===== src/rtl/pc_buffer.sv =====
// Fixed-latency history buffer for the voted PC/instruction stream.
// PC_Top_rollback shows the word captured on PC_Top exactly DEPTH rising edges earlier.
module pc_buffer #(
    parameter int unsigned      WIDTH       = 32,
    parameter int unsigned      DEPTH       = 4,
    parameter logic [WIDTH-1:0] RESET_VALUE = '0
) (
    input  logic             clk,
    input  logic             rst_n,
    input  logic [WIDTH-1:0] PC_Top,
    output logic [WIDTH-1:0] PC_Top_rollback
);

    if (DEPTH < 1 || DEPTH > 16) begin : g_bad_depth
        $error("pc_buffer: DEPTH must be in 1..16");
    end

    logic [WIDTH-1:0] stage_q [DEPTH];
    logic [WIDTH-1:0] stage_d [DEPTH];

    // The chain shifts unconditionally; any freezing during hold/recovery is
    // up to the controller, so there is deliberately no enable here.
    assign stage_d[0] = PC_Top;
    for (genvar i = 1; i < DEPTH; i++) begin : g_chain
        assign stage_d[i] = stage_q[i-1];
    end

    always_ff @(posedge clk or negedge rst_n) begin
        if (!rst_n) begin
            stage_q <= '{default: RESET_VALUE};
        end else begin
            stage_q <= stage_d;
        end
    end

    assign PC_Top_rollback = stage_q[DEPTH-1];

endmodule


===== config.mk =====
export PLATFORM = sky130hd
export DESIGN_NAME = pc_buffer
export DESIGN_NICKNAME = d
export VERILOG_FILES = /design/src/rtl/pc_buffer.sv
export SDC_FILE = /design/constraint.sdc
export NUM_CORES = 1
export LEC_CHECK = 0
export ABC_AREA = 1
export CAP_MARGIN = 20
export CORE_MARGIN = 10
export CORE_UTILIZATION = 49
export DETAILED_ROUTE_END_ITERATION = 8
export GPL_ROUTABILITY_DRIVEN = 0
export HOLD_SLACK_MARGIN = 0.02
export PLACE_DENSITY = 0.77
export SLEW_MARGIN = 10
export SYNTH_ARGS = -nofsm -noshare
export SYNTH_HDL_FRONTEND = slang
export SYNTH_SLANG_ARGS = --single-unit

===== constraint.sdc =====
create_clock -name clk -period 0.8 [get_ports clk]
set_input_delay 0.12 -clock clk [delete_from_list [all_inputs] [get_ports clk]]
set_output_delay 0.12 -clock clk [all_outputs]
set_load 0.01 [all_outputs]

==> metrics.txt, run 1 <==
# TYPE chip_impl_metric gauge
chip_impl_info{name="synthDominantAreaCellType",value="sky130_fd_sc_hd__dfrtp_1"} 1
chip_impl_metric{name="grt_max_degree",unit=""} 65
chip_impl_metric{name="power_per_cell_area",unit="nW/um^2"} 3210
chip_impl_info{name="run_status",value="complete, but fails checks"} 1
chip_impl_metric{name="drive_gt1_frac",unit=""} 0.281
chip_impl_metric{name="detailed_place_hpwl",unit="um"} 3360
chip_impl_metric{name="vdd_drop_max",unit="uV"} 2380
chip_impl_metric{name="share_of_synthesized_area_occupied_by_flip_flops_and_latches",unit=""} 1.00
chip_impl_metric{name="dr_wl_met3",unit="um"} 311
chip_impl_info{name="startpoint_types",value="flip-flop"} 1
chip_impl_metric{name="reg2reg_setup_slack",unit="ps"} 300
chip_impl_metric{name="initial_utilization",unit=""} 0.504
chip_impl_metric{name="later_pin_clock_latency_in_the_skew_report",unit="ps"} 500
chip_impl_metric{name="finalWirelength",unit="um"} 5040
chip_impl_metric{name="finClkSkew",unit="ps"} 4.93
chip_impl_metric{name="clk_pin_slew_worst_paths",unit="ps"} 60
chip_impl_metric{name="area_of_the_mapped_netlist",unit="um^2"} 3200
chip_impl_metric{name="wl_per_cell",unit="um"} 16.5
chip_impl_metric{name="multi_input_comb_area",unit="um^2"} 0
chip_impl_metric{name="number_of_hold_violations_in_the_final_report",unit=""} 0
chip_impl_metric{name="globalRoute.totalOverflow",unit=""} 0
chip_impl_info{name="path_cells",value="buf_2"} 1
chip_impl_metric{name="layout.comb_gates.multi_input",unit=""} 0
chip_impl_metric{name="pwr-share-seq",unit=""} 0.475
chip_impl_metric{name="core.rowCount",unit=""} 29
chip_impl_info{name="endpoint_kind",value="output port"} 1
chip_impl_metric{name="p_leak",unit="nW"} 2.10
chip_impl_metric{name="dp.cells",unit=""} 275
chip_impl_metric{name="slew_headroom",unit=""} 0.786
chip_impl_metric{name="gr-usage-all-layers",unit=""} 0.115
chip_impl_info{name="reg2reg_from",value="stage_d[18]"} 1
chip_impl_metric{name="cts.repair_timing.setup_buffer_count",unit=""} 0
chip_impl_metric{name="finish.cell_count_without_fillers",unit=""} 305
chip_impl_metric{name="dieWidth",unit="um"} 101
chip_impl_metric{name="core_region_area",unit="um^2"} 6350
chip_impl_metric{name="power_frac_comb",unit=""} 0.035
chip_impl_metric{name="grt_first_pass_wirelength",unit="um"} 8360
chip_impl_metric{name="report.final.slew_viol_count",unit=""} 0
chip_impl_metric{name="first_global_vias",unit=""} 1600
chip_impl_metric{name="max-clock-path-buffers",unit=""} 2
chip_impl_metric{name="floorplan.io_pins",unit=""} 66
chip_impl_info{name="unrepaired_setup_endpoints_after_global_routing",value="yes"} 1
chip_impl_metric{name="proportion_of_total_power_due_to_net_switching",unit=""} 0.187
chip_impl_metric{name="met2WireLength",unit="um"} 3050
chip_impl_metric{name="timing.final.setup_violations",unit=""} 32
chip_impl_metric{name="crit_required",unit="ps"} 680
chip_impl_metric{name="worst-r2r-cell-count",unit=""} 0
chip_impl_metric{name="cts-buffers-inserted",unit=""} 17
chip_impl_metric{name="detail_route_antenna_nets",unit=""} 0
chip_impl_metric{name="worst_path_largest_cell_delay",unit="ps"} 380
chip_impl_metric{name="post_synth_num_cell_types",unit=""} 1
chip_impl_metric{name="p_int",unit="mW"} 11.8
chip_impl_metric{name="chipHeight",unit="um"} 101
chip_impl_metric{name="cts-htree-levels",unit=""} 4
chip_impl_metric{name="fin_ws",unit="ps"} -343
chip_impl_info{name="slowest_stage_cell_cp",value="sky130_fd_sc_hd__dfrtp_1"} 1
chip_impl_metric{name="switching_power",unit="mW"} 2.72
chip_impl_metric{name="mapped_nets",unit=""} 162
chip_impl_metric{name="synth_top_area_share",unit=""} 1.00
chip_impl_metric{name="fillCellCount",unit=""} 388
chip_impl_metric{name="cts_hold_buffers",unit=""} 1
chip_impl_metric{name="synth.ff_latch_count",unit=""} 128
chip_impl_info{name="ctsRootBufferMaster",value="sky130_fd_sc_hd__clkbuf_8"} 1
chip_impl_metric{name="sum_of_routed_wire_segments_on_met1",unit="um"} 1570
chip_impl_info{name="netlist_top_cells_area",value="sky130_fd_sc_hd__dfrtp_1"} 1
chip_impl_metric{name="timing.critical_path.arrival",unit="ps"} 1020
chip_impl_metric{name="period_share",unit=""} 1.43
chip_impl_metric{name="critPathBufInv",unit=""} 1
chip_impl_metric{name="period_needed",unit="ps"} 1140
chip_impl_metric{name="cp_max_fo",unit=""} 1
chip_impl_metric{name="num-nets-final",unit=""} 252
chip_impl_info{name="dr.max_layer_used",value="met4"} 1
chip_impl_metric{name="portBuffers",unit=""} 65
chip_impl_metric{name="mean_number_of_vias_per_cell",unit=""} 4.34
chip_impl_metric{name="clkPwrFrac",unit=""} 0.490
chip_impl_info{name="worst_setup_path_type",value="flip-flop to output port"} 1
chip_impl_metric{name="cells_after_synthesis",unit=""} 128
chip_impl_metric{name="p_total",unit="mW"} 14.5
chip_impl_info{name="worstReg2RegEnd",value="PC_Top_rollback[18]"} 1
chip_impl_metric{name="dr_total_vias",unit=""} 1324
chip_impl_metric{name="numClockSinks",unit=""} 128
chip_impl_metric{name="maximum_clock_rate",unit="MHz"} 875
chip_impl_metric{name="area_growth",unit="%"} 41.5
chip_impl_metric{name="maxCapViolCount",unit=""} 0
chip_impl_metric{name="worst_slew_pin_slew",unit="ps"} 321
chip_impl_info{name="worst_hold_path_type",value="primary input to async pin"} 1
chip_impl_metric{name="antenna_found_initial",unit=""} 0
chip_impl_metric{name="antenna_cells_inserted",unit=""} 0
chip_impl_metric{name="drt_iter0_drc",unit=""} 15
chip_impl_metric{name="drc_errors",unit=""} 0
chip_impl_info{name="violations",value="setup timing"} 1
chip_impl_metric{name="yosys_warnings",unit=""} 0
chip_impl_info{name="cts_tree",value="done"} 1
chip_impl_metric{name="die-area",unit="um^2"} 10200
chip_impl_metric{name="avgSynthCellArea",unit="um^2"} 25.0
chip_impl_metric{name="drtPass1Iterations",unit=""} 4
chip_impl_info{name="path_delay_family",value="flip-flops"} 1
## how the worst max path moves through the flow
stage,end,depth (start not counted),startpoint
final,PC_Top_rollback[26],1,PC_Top_rollback[26]
after global routing,PC_Top_rollback[26],1,PC_Top_rollback[26]
after CTS,PC_Top_rollback[26],1,PC_Top_rollback[26]
after detailed placement,PC_Top_rollback[19],1,PC_Top_rollback[19]
after global placement,PC_Top_rollback[22],1,PC_Top_rollback[22]
after floorplan,PC_Top_rollback[0],0,PC_Top_rollback[0]
## state kept, by name, summed over array words and instances, names as in the netlist
signal and cells:
stage_d 96, PC_Top_rollback 32
## through the flow
| step | hold slack (ps) | utilization | TNS, ps | setup slack (ps) | cell area (um^2) |
|---|---|---|---|---|---|
| final | 1.99 | 0.714 | -9770 | -343 | 4530 |
| after global placement | -43.0 | 0.632 | -5210 | -181 | 4010 |
| after floorplan | -176 | - | 0 | 304 | 3200 |
| after detailed placement | -33.4 | 0.632 | -5370 | -195 | 4010 |
| after global routing | -0.819 | 0.714 | -11180 | -375 | 4530 |
| after CTS | -14.4 | 0.703 | -10680 | -371 | 4460 |
## synthesized netlist by cell type, drive strengths merged
library cell and number:
dfrtp 128
## cell usage in the layout (no fill, tap or decap)
cell type / Yosys / routed
sky130_fd_sc_hd__buf_12: 0 / 2
sky130_fd_sc_hd__buf_2: 0 / 13
sky130_fd_sc_hd__buf_4: 0 / 4
sky130_fd_sc_hd__buf_6: 0 / 19
sky130_fd_sc_hd__bufinv_16: 0 / 3
sky130_fd_sc_hd__clkbuf_1: 0 / 3
sky130_fd_sc_hd__clkbuf_16: 0 / 16
sky130_fd_sc_hd__clkbuf_8: 0 / 2
sky130_fd_sc_hd__clkdlybuf4s50_1: 0 / 32
sky130_fd_sc_hd__clkinv_2: 0 / 5
sky130_fd_sc_hd__dfrtp_1: 128 / 128
sky130_fd_sc_hd__dlygate4sd3_1: 0 / 1
## power groups by stage
stage	Clock (mW)	Sequential [mW]	Combinational (mW)
6_report	7.13	6.91	0.506
5_1_grt	7.59	6.94	0.556
4_1_cts	7.27	6.91	0.494
3_5_place_dp	0	7.01	0.544
3_3_place_gp	0	6.98	0.527
2_1_floorplan	0	7.02	0
## metal layers
metal,global-route usage,up-vias
met5,0,-
met4,0.0674,0
met2,0.200,43
met3,0.0617,11
met1,0.103,696
li1,-,574
## cells by family after synthesis
group | Yosys count | synth area share
DFF | 128 | 1.00
## what timing repair did
| item | 4_1_cts | 5_1_grt |
|---|---|---|
| gates resized for setup | 138 | 12 |
| endpoints found under the hold margin | 128 | 5 |
| endpoints found under the setup margin | 32 | 32 |
## final cells by class
type	instances	area (um^2)	share of cell area
clock buffer	21	439	0.0969
clock inverter	8	115	0.0254
tap	77	96.3	0.0213
timing repair buffer	71	679	0.150
sequential	128	3200	0.707
Note: power is estimated with default switching activity, not from simulation.
==> inputs of run 2 (changes only) <==
SLEW_MARGIN = 20   (was 10)
==> results of run 2 <==
No change in the layout: final DEF, timing and power equal those of run 1.
==> inputs of run 3 (changes only) <==
PLACE_DENSITY = 0.76   (was 0.77)
==> run 3 against run 2 <==
Compared with the run above:
- the run ends with hold timing, setup timing left
- final area grew 3.4%
- utilization grew 2.4 points
- wire length shrank 0.36%
- count of clock-buffer cells in the layout shrank 2
- worst hold slack lost 3.6 ps
- critical path type unchanged
- largest cell class unchanged
- largest power group unchanged
==> metrics.txt, run 3 (synthesis results as in run 1) <==
# TYPE chip_impl_metric gauge
chip_impl_info{name="run_status",value="complete, but fails checks"} 1
chip_impl_info{name="violations",value="hold timing, setup timing"} 1
chip_impl_metric{name="grtUsageMet2",unit=""} 0.188
chip_impl_metric{name="cts-buffers-inserted",unit=""} 17
chip_impl_metric{name="cts-htree-levels",unit=""} 4
chip_impl_info{name="slowest_stage_cell_cp",value="sky130_fd_sc_hd__dfrtp_1"} 1
chip_impl_metric{name="timing.critical_path.arrival",unit="ps"} 1020
chip_impl_metric{name="cts.repair_timing.setup_buffer_count",unit=""} 0
chip_impl_metric{name="final-seq-area",unit="um^2"} 3200
chip_impl_metric{name="first_global_vias",unit=""} 1565
chip_impl_metric{name="largest_register_ffs",unit=""} 96
chip_impl_metric{name="gr-usage-met3",unit=""} 0.0542
chip_impl_metric{name="chipHeight",unit="um"} 101
chip_impl_metric{name="maxCapViolCount",unit=""} 0
chip_impl_metric{name="finClkSkew",unit="ps"} 4.99
chip_impl_metric{name="maximum_clock_rate",unit="MHz"} 873
chip_impl_metric{name="fin_worst_hold_slack",unit="ps"} -1.61
chip_impl_metric{name="cp_max_fo",unit=""} 1
chip_impl_metric{name="setup-tns-final",unit="ps"} -9770
chip_impl_metric{name="num-nets-final",unit=""} 254
chip_impl_metric{name="portBuffers",unit=""} 65
chip_impl_metric{name="detail_route_antenna_nets",unit=""} 0
chip_impl_info{name="unrepaired_setup_endpoints_after_global_routing",value="yes"} 1
chip_impl_info{name="endpoint_kind",value="output port"} 1
chip_impl_metric{name="max-clock-path-buffers",unit=""} 2
chip_impl_info{name="globalRoute.busiestLayer",value="met2"} 1
chip_impl_metric{name="dp.cells",unit=""} 277
chip_impl_metric{name="finalWirelength",unit="um"} 5020
chip_impl_metric{name="grt_util_met1",unit=""} 0.104
chip_impl_metric{name="drive_gt1_frac",unit=""} 0.309
chip_impl_metric{name="globalRoute.totalOverflow",unit=""} 0
chip_impl_metric{name="core_region_area",unit="um^2"} 6350
chip_impl_metric{name="die-area",unit="um^2"} 10200
chip_impl_info{name="ctsRootBufferMaster",value="sky130_fd_sc_hd__clkbuf_8"} 1
chip_impl_metric{name="timing.final.setup_violations",unit=""} 32
chip_impl_metric{name="later_pin_clock_latency_in_the_skew_report",unit="ps"} 490
chip_impl_info{name="startpoint_types",value="flip-flop"} 1
chip_impl_metric{name="grt_first_pass_wirelength",unit="um"} 8090
chip_impl_metric{name="grt_max_degree",unit=""} 43
chip_impl_metric{name="power_per_cell_area",unit="nW/um^2"} 3320
chip_impl_metric{name="detailed_place.area",unit="um^2"} 4050
chip_impl_metric{name="fin_ws",unit="ps"} -345
chip_impl_metric{name="vdd_drop_max",unit="uV"} 2070
chip_impl_metric{name="drt_iter0_drc",unit=""} 36
chip_impl_info{name="path_cells",value="buf_2"} 1
chip_impl_metric{name="worst_slew_pin_slew",unit="ps"} 272
chip_impl_metric{name="numClockSinks",unit=""} 128
chip_impl_metric{name="period_needed",unit="ps"} 1140
chip_impl_metric{name="drtPass1Iterations",unit=""} 4
chip_impl_metric{name="worst_path_largest_cell_delay",unit="ps"} 380
chip_impl_metric{name="mean_number_of_vias_per_cell",unit=""} 4.30
chip_impl_metric{name="core.rowCount",unit=""} 29
chip_impl_metric{name="finish.cell_count_without_fillers",unit=""} 310
chip_impl_metric{name="area_growth",unit="%"} 46.4
chip_impl_metric{name="clk_pin_slew_worst_paths",unit="ps"} 60
chip_impl_metric{name="cts_hold_buffers",unit=""} 2
chip_impl_metric{name="dieWidth",unit="um"} 101
chip_impl_metric{name="antenna_cells_inserted",unit=""} 0
chip_impl_metric{name="fillCellCount",unit=""} 375
chip_impl_metric{name="layout.comb_gates.multi_input",unit=""} 0
chip_impl_metric{name="number_of_hold_violations_in_the_final_report",unit=""} 5
chip_impl_metric{name="gr-usage-all-layers",unit=""} 0.111
chip_impl_info{name="cts_tree",value="done"} 1
chip_impl_metric{name="critPathBufInv",unit=""} 1
chip_impl_metric{name="slew_headroom",unit=""} 0.819
chip_impl_metric{name="crit_required",unit="ps"} 680
chip_impl_info{name="worst_hold_path_type",value="primary input to async pin"} 1
chip_impl_info{name="layout.cells.most_common_list",value="sky130_fd_sc_hd__dfrtp_1, sky130_fd_sc_hd__clkdlybuf4s50_1, sky130_fd_sc_hd__buf_6, sky130_fd_sc_hd__clkbuf_16, sky130_fd_sc_hd__buf_2"} 1
chip_impl_metric{name="initial_utilization",unit=""} 0.504
chip_impl_metric{name="detailed_place_hpwl",unit="um"} 3430
chip_impl_metric{name="drc_errors",unit=""} 0
chip_impl_info{name="layout.cells.most_common",value="sky130_fd_sc_hd__dfrtp_1"} 1
chip_impl_metric{name="floorplan.io_pins",unit=""} 66
chip_impl_metric{name="dr_total_vias",unit=""} 1334
chip_impl_metric{name="antenna_found_initial",unit=""} 0
chip_impl_metric{name="final_cell_area",unit="um^2"} 4690
chip_impl_info{name="path_delay_family",value="flip-flops"} 1
chip_impl_metric{name="report.final.slew_viol_count",unit=""} 0
chip_impl_metric{name="multi_input_comb_area",unit="um^2"} 0
chip_impl_metric{name="p_leak",unit="nW"} 2.16
chip_impl_info{name="worst_setup_path_type",value="flip-flop to output port"} 1
chip_impl_metric{name="period_share",unit=""} 1.43
chip_impl_metric{name="wl_per_cell",unit="um"} 16.2
chip_impl_metric{name="p_total",unit="mW"} 15.6
## run 3: metal layers
| layer | up-vias | part of all wire | routed length, um |
|---|---|---|---|
| met2 | 43 | 0.60 | 2990 |
| met4 | 0 | 0.018 | 89 |
| met5 | - | 0 | 0 |
| li1 | 581 | - | - |
| met3 | 7 | 0.069 | 346 |
| met1 | 703 | 0.32 | 1590 |
## run 3: final timing paths
path	to	start	depth (start not counted)	slack, ps
max	PC_Top_rollback[13]	PC_Top_rollback[13]	1	-340
min	PC_Top_rollback[17]	rst_n	2	-2
max reg2reg	PC_Top_rollback[18]	stage_d[18]	0	300
min reg2reg	stage_d[18]	stage_d[50]	0	340
max in group asynchronous	PC_Top_rollback[16]	rst_n	4	270
min in group clk	stage_d[72]	PC_Top[8]	1	60
## run 3: final cells by class
cell class | instances | area share
clock buffer | 19 | 0.0942
clock inverter | 13 | 0.0446
sequential | 128 | 0.683
tap | 77 | 0.0205
timing repair buffer | 73 | 0.157
## run 3: metrics by stage
| step | util | setup slack [ps] |
|---|---|---|
| final | 0.738 | -345 |
| after global routing | 0.738 | -390 |
| after CTS | 0.728 | -374 |
| after detailed placement | 0.638 | -198 |
| after global placement | 0.638 | -182 |
| after floorplan | - | 304 |
## run 3: timing repair
item,CTS,global route
setup endpoints to repair,32,37
hold endpoints to repair,128,5
gates resized for setup,140,12
## run 3: power breakdown
| group | switching, mW | total, mW | internal [mW] |
|---|---|---|---|
| logic | 0.231 | 0.541 | 0.310 |
| registers | 0.101 | 6.91 | 6.81 |
| clock network | 2.58 | 8.13 | 5.54 |
| total | 2.91 | 15.6 | 12.7 |
